File: config.mk
export PLATFORM = sky130hd
export DESIGN_NAME = mode_sequencer
export DESIGN_NICKNAME = d
export VERILOG_FILES = /design/src/rtl/mode_sequencer.sv
export SDC_FILE = /design/constraint.sdc
export NUM_CORES = 1
export LEC_CHECK = 0
export ABC_CLOCK_PERIOD_IN_PS = 3500
export CAP_MARGIN = 10
export CORE_UTILIZATION = 59
export DETAILED_ROUTE_END_ITERATION = 10
export GPL_TIMING_DRIVEN = 0
export PLACE_DENSITY = 0.83
export SETUP_SLACK_MARGIN = 0.05
export SYNTH_ARGS = -nofsm -noshare
export SYNTH_HDL_FRONTEND = slang
export SYNTH_SLANG_ARGS = --single-unit
File: constraint.sdc
create_clock -name WF_CLK -period 3.5 [get_ports WF_CLK]
set_clock_uncertainty 0.05 [all_clocks]
set_input_delay 0.525 -clock WF_CLK [delete_from_list [all_inputs] [get_ports WF_CLK]]
set_output_delay 0.525 -clock WF_CLK [all_outputs]
set_load 0.03 [all_outputs]
File: src/rtl/mode_sequencer.sv
// Front-panel controller: debounced active-low button steps an N-mode selection
// (short = forward, long = back) and runs a start/done handshake with the engine.
module mode_sequencer #(
    parameter int N_MODES           = 16,
    parameter int RESET_MODE        = 14,
    parameter int DEBOUNCE_CYCLES   = 20,
    parameter int LONG_PRESS_CYCLES = 12000,
    parameter int AUTOSTART_DELAY   = 10,
    parameter int TIMEOUT_CYCLES    = 4096,
    parameter int RESULT_W          = 8,
    parameter int MODE_W            = $clog2(N_MODES)
) (
    input  logic                WF_CLK,
    input  logic                rst_n,
    input  logic                WF_BUTTON,
    output logic [MODE_W-1:0]   mode,
    output logic                start,
    output logic                abort,
    input  logic                done,
    input  logic [RESULT_W-1:0] result,
    output logic [RESULT_W-1:0] led_out,
    output logic                valid,
    output logic                err,
    output logic                pressed
);
    localparam int DB_W   = $clog2(DEBOUNCE_CYCLES);
    localparam int HOLD_W = $clog2(LONG_PRESS_CYCLES + 1);
    localparam int WAIT_W = $clog2(AUTOSTART_DELAY + 1);
    localparam int TO_W   = $clog2(TIMEOUT_CYCLES + 1);

    localparam logic [DB_W-1:0]   DB_LAST   = DB_W'(DEBOUNCE_CYCLES - 1);
    localparam logic [HOLD_W-1:0] HOLD_MAX  = HOLD_W'(LONG_PRESS_CYCLES);
    localparam logic [WAIT_W-1:0] WAIT_LAST = WAIT_W'(AUTOSTART_DELAY - 1);
    localparam logic [TO_W-1:0]   TO_LAST   = TO_W'(TIMEOUT_CYCLES - 1);
    localparam logic [MODE_W-1:0] MODE_LAST = MODE_W'(N_MODES - 1);

    typedef enum logic [2:0] {S_IDLE, S_WAIT, S_START, S_RUN, S_HOLD} state_t;

    logic                sync_a, sync_b;
    logic [DB_W-1:0]     db_cnt;
    logic                db_fire;
    logic [HOLD_W-1:0]   hold_cnt;
    logic                released;
    logic                mode_chg;
    state_t              state, state_nxt;
    logic [WAIT_W-1:0]   wait_cnt;
    logic [TO_W-1:0]     to_cnt;
    logic                run_done, run_timeout;
    logic                start_nxt, abort_nxt, valid_nxt, err_nxt;
    logic [RESULT_W-1:0] led_nxt;

    // Synchroniser flops hold the inverted button, so 0 means released.
    assign db_fire = (sync_b != pressed) && (db_cnt == DB_LAST);

    always_ff @(posedge WF_CLK) begin
        if (!rst_n) begin
            sync_a   <= 1'b0;
            sync_b   <= 1'b0;
            db_cnt   <= '0;
            pressed  <= 1'b0;
            hold_cnt <= '0;
            released <= 1'b0;
        end else begin
            sync_a   <= ~WF_BUTTON;
            sync_b   <= sync_a;
            released <= db_fire && !sync_b;
            if (sync_b == pressed || db_fire) begin
                db_cnt <= '0;
            end else begin
                db_cnt <= db_cnt + DB_W'(1);
            end
            if (db_fire) begin
                pressed <= sync_b;
            end
            if (db_fire && sync_b) begin
                hold_cnt <= '0;
            end else if (pressed && hold_cnt != HOLD_MAX) begin
                hold_cnt <= hold_cnt + HOLD_W'(1);
            end
        end
    end

    always_ff @(posedge WF_CLK) begin
        if (!rst_n) begin
            mode     <= MODE_W'(RESET_MODE);
            mode_chg <= 1'b0;
        end else begin
            mode_chg <= released;
            if (released) begin
                if (hold_cnt < HOLD_MAX) begin
                    mode <= (mode == MODE_LAST) ? '0 : mode + MODE_W'(1);
                end else begin
                    mode <= (mode == '0) ? MODE_LAST : mode - MODE_W'(1);
                end
            end
        end
    end

    // A pending mode change outranks both completion and timeout in RUN.
    assign run_done    = (state == S_RUN) && done && !mode_chg;
    assign run_timeout = (state == S_RUN) && !done && !mode_chg && (to_cnt == TO_LAST);

    always_ff @(posedge WF_CLK) begin
        if (!rst_n) begin
            state    <= S_IDLE;
            wait_cnt <= '0;
            to_cnt   <= '0;
        end else begin
            state    <= state_nxt;
            wait_cnt <= (state == S_WAIT && !mode_chg) ? wait_cnt + WAIT_W'(1) : '0;
            to_cnt   <= (state == S_RUN) ? to_cnt + TO_W'(1) : '0;
        end
    end

    always_comb begin
        state_nxt = state;
        case (state)
            S_IDLE:  state_nxt = S_WAIT;
            S_WAIT:  if (!mode_chg && wait_cnt == WAIT_LAST) state_nxt = S_START;
            S_START: state_nxt = mode_chg ? S_WAIT : S_RUN;
            S_RUN: begin
                if (mode_chg) begin
                    state_nxt = S_WAIT;
                end else if (run_done || run_timeout) begin
                    state_nxt = S_HOLD;
                end
            end
            S_HOLD:  if (mode_chg) state_nxt = S_WAIT;
            default: state_nxt = S_IDLE;
        endcase
    end

    always_comb begin
        start_nxt = (state == S_START) && !mode_chg;
        abort_nxt = (state == S_RUN) && mode_chg;
        led_nxt   = led_out;
        valid_nxt = valid;
        err_nxt   = err;
        if (mode_chg) begin
            valid_nxt = 1'b0;
        end else if (run_done) begin
            led_nxt   = result;
            valid_nxt = 1'b1;
            err_nxt   = 1'b0;
        end else if (run_timeout) begin
            led_nxt   = '1;
            valid_nxt = 1'b0;
            err_nxt   = 1'b1;
        end
    end

    always_ff @(posedge WF_CLK) begin
        if (!rst_n) begin
            start   <= 1'b0;
            abort   <= 1'b0;
            led_out <= '0;
            valid   <= 1'b0;
            err     <= 1'b0;
        end else begin
            start   <= start_nxt;
            abort   <= abort_nxt;
            led_out <= led_nxt;
            valid   <= valid_nxt;
            err     <= err_nxt;
        end
    end
endmodule

==> flow_summary.toml, run 1 <==
[timing]
rsz0062_at_grt = "false"
worst_pin_slew_ps = 613.5
slew_viol_final = 0
fmax_ghz = 0.4873
fin_tns_setup_ps = 0
relSlewSlack = 0.5856
period_share = 0.5864
timing.hold.ws_ps = 385.4
post-route-min-period_ps = 2052
setup_viol = 0
hold_viol = 0

[pwr]
power_frac_comb = 0.025
p_seq_frac = 0.559
p_leak_uw = 0.001122
sw_frac_of_total = 0.2157
cellPowerDensity_nw_per_um2 = 398.8
pwr-share-clk = 0.415
max-vdd-ir-drop_uv = 295.8
power.net_switching_uw = 265.8
p_int_uw = 966.2
fin_total_pwr_uw = 1232

[place]
dpl.hpwl_mm = 3.400
gp_congestion = 0.7799
io_buffers = 28

[setup_path]
crit_slowest_cell = "clkdlybuf4s50_1"
crit_arrival_ps = 1480
critPathBufInv = 1
crit_required_ps = 2920
crit-reg2reg-launch = "to_cnt[0]"
reg2reg_depth = 5
cp_top_family = "buffers and inverters"
worst-path-max-fanout = 6
path_cells = "clkdlybuf4s50_1"
reg2reg_slack_ps = 1480
critPathLaunchType = "flip-flop"
rr_endpoint = "led_out[5]"
cp_slowest_stage_delay_ps = 710
worstSetupPathType = "flip-flop to primary output"
critPathCaptureType = "primary output"

[detailed_routing]
first_pass_iters = 5
drtAntennaViolNets = 0
wl_mm = 4.873
avgRoutedWirePerCell_um = 13.24
drt-met1-wl_mm = 2.365
drc_errors = 0
viasPerCell = 5.353
vias = 1970
wl_met2_mm = 2.264
first_iter_violations = 127
top_layer = "met4"
wl_met3_um = 207

[clocking]
cts.hold.buffers_added = 0
htreeDepth = 3
clk_latency_ps = 340
clkSinkCount = 60
post_cts_resized = 0
path_clk_slew_ps = 60
cts_setup_buffers = 0
root_buffer = "clkbuf_8"
cts_tree = "built"
clockBufferDepth = 2
cts_made_buffers = 9

[cells_and_area]
nets = 335
fillerInstances = 319
ff_latch_area_um2 = 1201
drive_above_1_share = 0.1038
insertedDiodeCount = 0
multi_input_comb_area_um2 = 1305
areaGrowthSynthToFinish_pct = 19.28

[global_routing]
grt_pass1_wl_mm = 7.776
antenna_found_initial = 0
grt_max_degree = 11
grt_pass1_vias = 1742
grt_use_total = 0.2340
grt_overflow_total = 0

[run_status]
outcome = "finished, final reports clean"

[floorplanning]
fp.dieH_um = 68.26
die_area_um2 = 4659
fp.coreArea_um2 = 4115
boundaryPins = 29
die_w_um = 68.26
start_util = 0.6294
rows = 23

[job]
maxCapViolations = 0

[synth]
synth_top_area_cell = "dfxtp_1"
synth_top_area_frac = 0.4638
synth_seq_area_share = 0.4638
ys.warnings.count = 0
synthDistinctLibCells = 49
synthesis.area_um2 = 2590
synth_seq_cells = 60
syn_avg_cell_area_um2 = 9.384
synthCells = 276
synth_flop_cell = "dfxtp_1"
ys_top_cells_by_count = "dfxtp_1, nor2_1, xnor2_1"
synth_edf_count = 0
synthesis.nets = 296
yosysMostFrequentCell = "dfxtp_1"
synth.area.top_cells = "dfxtp_1, nor2_1, xnor2_1"
ys_async_sr_fraction = 0

[min_path]
worstHoldPathType = "flip-flop to flip-flop"
min_from = "sync_a"
min_to = "sync_b"
min_path_cells = 1
power groups by stage:
stage	logic, uW	clock network [uW]	registers (uW)
2_1_floorplan	13.1	0	704
3_3_place_gp	30.6	0	704
3_5_place_dp	31.1	0	704
4_1_cts	31.4	525	689
5_1_grt	34.0	554	689
6_report	31.4	512	689
kinds of logic (layout without fill, tap and decap cells):
group / Yosys count / after routing / synth area share
xor gates and xnor gates: 28 / 28 / 0.09468
muxes: 4 / 4 / 0.01594
DFF: 60 / 60 / 0.4638
buffers and inverters: 22 / 64 / 0.03237
and+or+nand+nor: 116 / 116 / 0.2285
adders and majority gates: 8 / 8 / 0.03865
AOI/OAI and AO/OA: 38 / 38 / 0.1261
stage by stage:
stage                     cells  setup WS, ps  instance area [um^2]    util
after floorplan             276          1718                  2590       -
after global placement      354          1409                  2933  0.7127
after detailed placement    354          1401                  2933  0.7127
after CTS                   368          1429                  3089  0.7507
after global routing        368          1369                  3089  0.7507
final                       368          1448                  3089  0.7507
layout make-up:
cell class / instances / area share
multi-input cells: 194 / 0.4224
flip-flops and latches: 60 / 0.3888
repair buffers: 28 / 0.09073
clock buffers: 11 / 0.04577
well taps: 50 / 0.02025
inverters: 16 / 0.01944
plain buffers: 6 / 0.007695
clock inverters: 3 / 0.004860
sequential cells by signal, summed over array words and instances (netlist names):
signal,count
abort,1
db_cnt,5
err,1
hold_cnt,14
led_out,8
mode,4
mode_chg,1
pressed,1
released,1
start,1
state,3
sync_a,1
sync_b,1
to_cnt,13
valid,1
wait_cnt,4
metal layers:
metal / vias up / global-route usage
met5: - / 0
met1: 908 / 0.2869
met2: 26 / 0.3652
li1: 1032 / -
met4: 0 / 0.07813
met3: 4 / 0.1000
placed cells by master, fill, tap and decap left out, drive strengths merged, types with 9 or more instances in the layout:
master / Yosys / layout
clkdlybuf4s50: 0 / 28
nand2: 15 / 15
nand4: 9 / 9
clkbuf: 5 / 16
nor2: 46 / 46
inv: 16 / 16
xor2: 10 / 10
xnor2: 18 / 18
nand3: 13 / 13
dfxtp: 60 / 60
worst max-delay path by stage:
stage | start | end | slack [ps] | cells past startpoint
after floorplan | to_cnt[0] | led_out[0] | 1720 | 5
after CTS | mode[1] | mode[1] | 1430 | 1
final | mode[1] | mode[1] | 1450 | 1
after global placement | done | led_out[0] | 1410 | 5
after detailed placement | done | led_out[5] | 1400 | 5
after global routing | db_cnt[0] | hold_cnt[1] | 1370 | 5
Note: power is estimated with default switching activity, not from simulation.
==> inputs of run 2 (changes only) <==
ABC_CLOCK_PERIOD_IN_PS = 1690   (was 3500)
CORE_UTILIZATION = 50   (was 59)
PLACE_DENSITY = 0.75   (was 0.83)
clock period = 1.69 ns   (was 3.5 ns; I/O delays follow)
==> flow_summary.toml, run 2 (synthesis results as in run 1) <==
[run_status]
outcome = "finished, final reports clean"

[timing]
post-route-min-period_ps = 1666
worst_pin_slew_ps = 520.4
timing.hold.ws_ps = 393.3
hold_viol = 0
setup_viol = 0
rsz0062_at_grt = "true"
period_share = 0.9857
slew_viol_final = 0
fmax_ghz = 0.6003
relSlewSlack = 0.6531
fin_tns_setup_ps = 0

[pwr]
sw_frac_of_total = 0.2013
pwr-share-clk = 0.471
cellPowerDensity_nw_per_um2 = 815.5
p_int_uw = 2238
power_frac_comb = 0.025
p_leak_uw = 0.001350
max-vdd-ir-drop_uv = 675.4
power.net_switching_uw = 563.9
p_seq_frac = 0.505
fin_total_pwr_uw = 2802

[cells_and_area]
reg.largest.list = "hold_cnt (14), to_cnt (13), led_out (8)"
top_register = "hold_cnt"
drive_above_1_share = 0.2530
final_common_cell = "nor2_1"
finish.instance_area_um2 = 3436
largest_register_ffs = 14
nets = 352
insertedDiodeCount = 0
final_cell_mix = "nor2_1, dfxtp_1, xnor2_1, buf_4, inv_1"
areaGrowthSynthToFinish_pct = 32.66

[place]
dpl.hpwl_mm = 3.580
io_buffers = 28
dpl_cell_area_um2 = 3002
gp_congestion = 0.8505

[detailed_routing]
viasPerCell = 5.295
drc_errors = 0
vias = 2134
drtAntennaViolNets = 0
avgRoutedWirePerCell_um = 13.84
wl_mm = 5.577
first_pass_iters = 4
first_iter_violations = 105

[global_routing]
grt_pass1_vias = 1973
grt_overflow_total = 0
grt_use_total = 0.2175
antenna_found_initial = 0
grt_pass1_wl_mm = 8.866
grt_max_degree = 11

[setup_path]
worstSetupPathType = "flip-flop to flip-flop"
critPathCaptureType = "flip-flop"
timing.critical_path.to = "led_out[4]"
rr_endpoint = "led_out[4]"
reg2reg_slack_ps = 20
worst-path-max-fanout = 8
crit_start = "to_cnt[8]"
crit_required_ps = 1920
crit-reg2reg-launch = "to_cnt[8]"
crit_arrival_ps = 1900
reg2reg_depth = 4
critPathLaunchType = "flip-flop"

[clocking]
cts_tree = "built"
clkSinkCount = 60
clk_latency_ps = 340
htreeDepth = 3
cts.hold.buffers_added = 0
path_clk_slew_ps = 60
clockBufferDepth = 2
cts_made_buffers = 9
root_buffer = "clkbuf_8"

[floorplanning]
die_area_um2 = 5472
boundaryPins = 29
start_util = 0.5342
rows = 25
fp.dieH_um = 73.97
die_w_um = 73.97
fp.coreArea_um2 = 4848

[job]
maxCapViolations = 0

[min_path]
worstHoldPathType = "flip-flop to flip-flop"
-- run 2: cell types whose count changed in the layout (fill, tap and decap cells not counted), sizes merged --
cell and delta:
buf +18, bufinv +1, clkbuf +2, clkdlybuf4s50 -17, clkinv -3, dlygate4sd2 +14
dlymetal6s2s +3
-- run 2: timing repair --
action / in CTS / in global routing
gates resized for setup: 33 / 28
pin swaps: 8 / 8
endpoints found under the setup margin: 41 / 39
buffers inserted: 9 / 9
-- run 2: through the flow --
stage	setup slack, ps	cells	util
global placement	-313.0	371	0.6191
detailed placement	-340.2	371	0.6191
global route	-59.66	403	0.7086
CTS	-26.17	394	0.6823
finish	24.24	403	0.7086
floorplan	59.98	276	-
-- run 2: worst min path at each step --
stage / startpoint / end / slack, ps / depth (start not counted)
floorplan: WF_BUTTON / sync_a / 280 / 1
finish: db_cnt[0] / db_cnt[0] / 390 / 1
detailed placement: sync_a / sync_b / 370 / 1
CTS: WF_BUTTON / sync_a / 400 / 2
global placement: sync_a / sync_b / 370 / 1
global route: WF_BUTTON / sync_a / 410 / 2
-- run 2: power by group through the flow --
stage,Combinational (uW),Sequential (uW),Clock (uW)
2_1_floorplan,27.0,1460,0
3_3_place_gp,64.5,1460,0
3_5_place_dp,64.9,1460,0
4_1_cts,67.7,1420,1350
5_1_grt,75.7,1410,1410
6_report,69.4,1410,1320
-- run 2: area by class of cell --
cell class | count | area (um^2)
well taps | 67 | 83.83
fillers | 379 | 1413
plain buffers | 5 | 26.28
multi-input cells | 194 | 1411
clock buffers | 14 | 172.7
clock inverters | 1 | 30.03
repair buffers | 46 | 405.4
inverters | 16 | 60.06
flip-flops and latches | 60 | 1246
-- run 2: metal layers --
| metal | vias to the layer above | routed length (um) | track usage |
|---|---|---|---|
| met5 | - | 0 | 0 |
| met3 | 13 | 200 | 0.07859 |
| met1 | 1016 | 2675 | 0.2702 |
| met4 | 0 | 91 | 0.08761 |
| met2 | 35 | 2609 | 0.3434 |
| li1 | 1070 | - | - |
-- run 2: worst max-delay path: stages, from the launching register on --
cell and delay (ps):
dfxtp_4 370, nand4_1 140, or4_4 570, a21oi_4 260, o221a_2 230
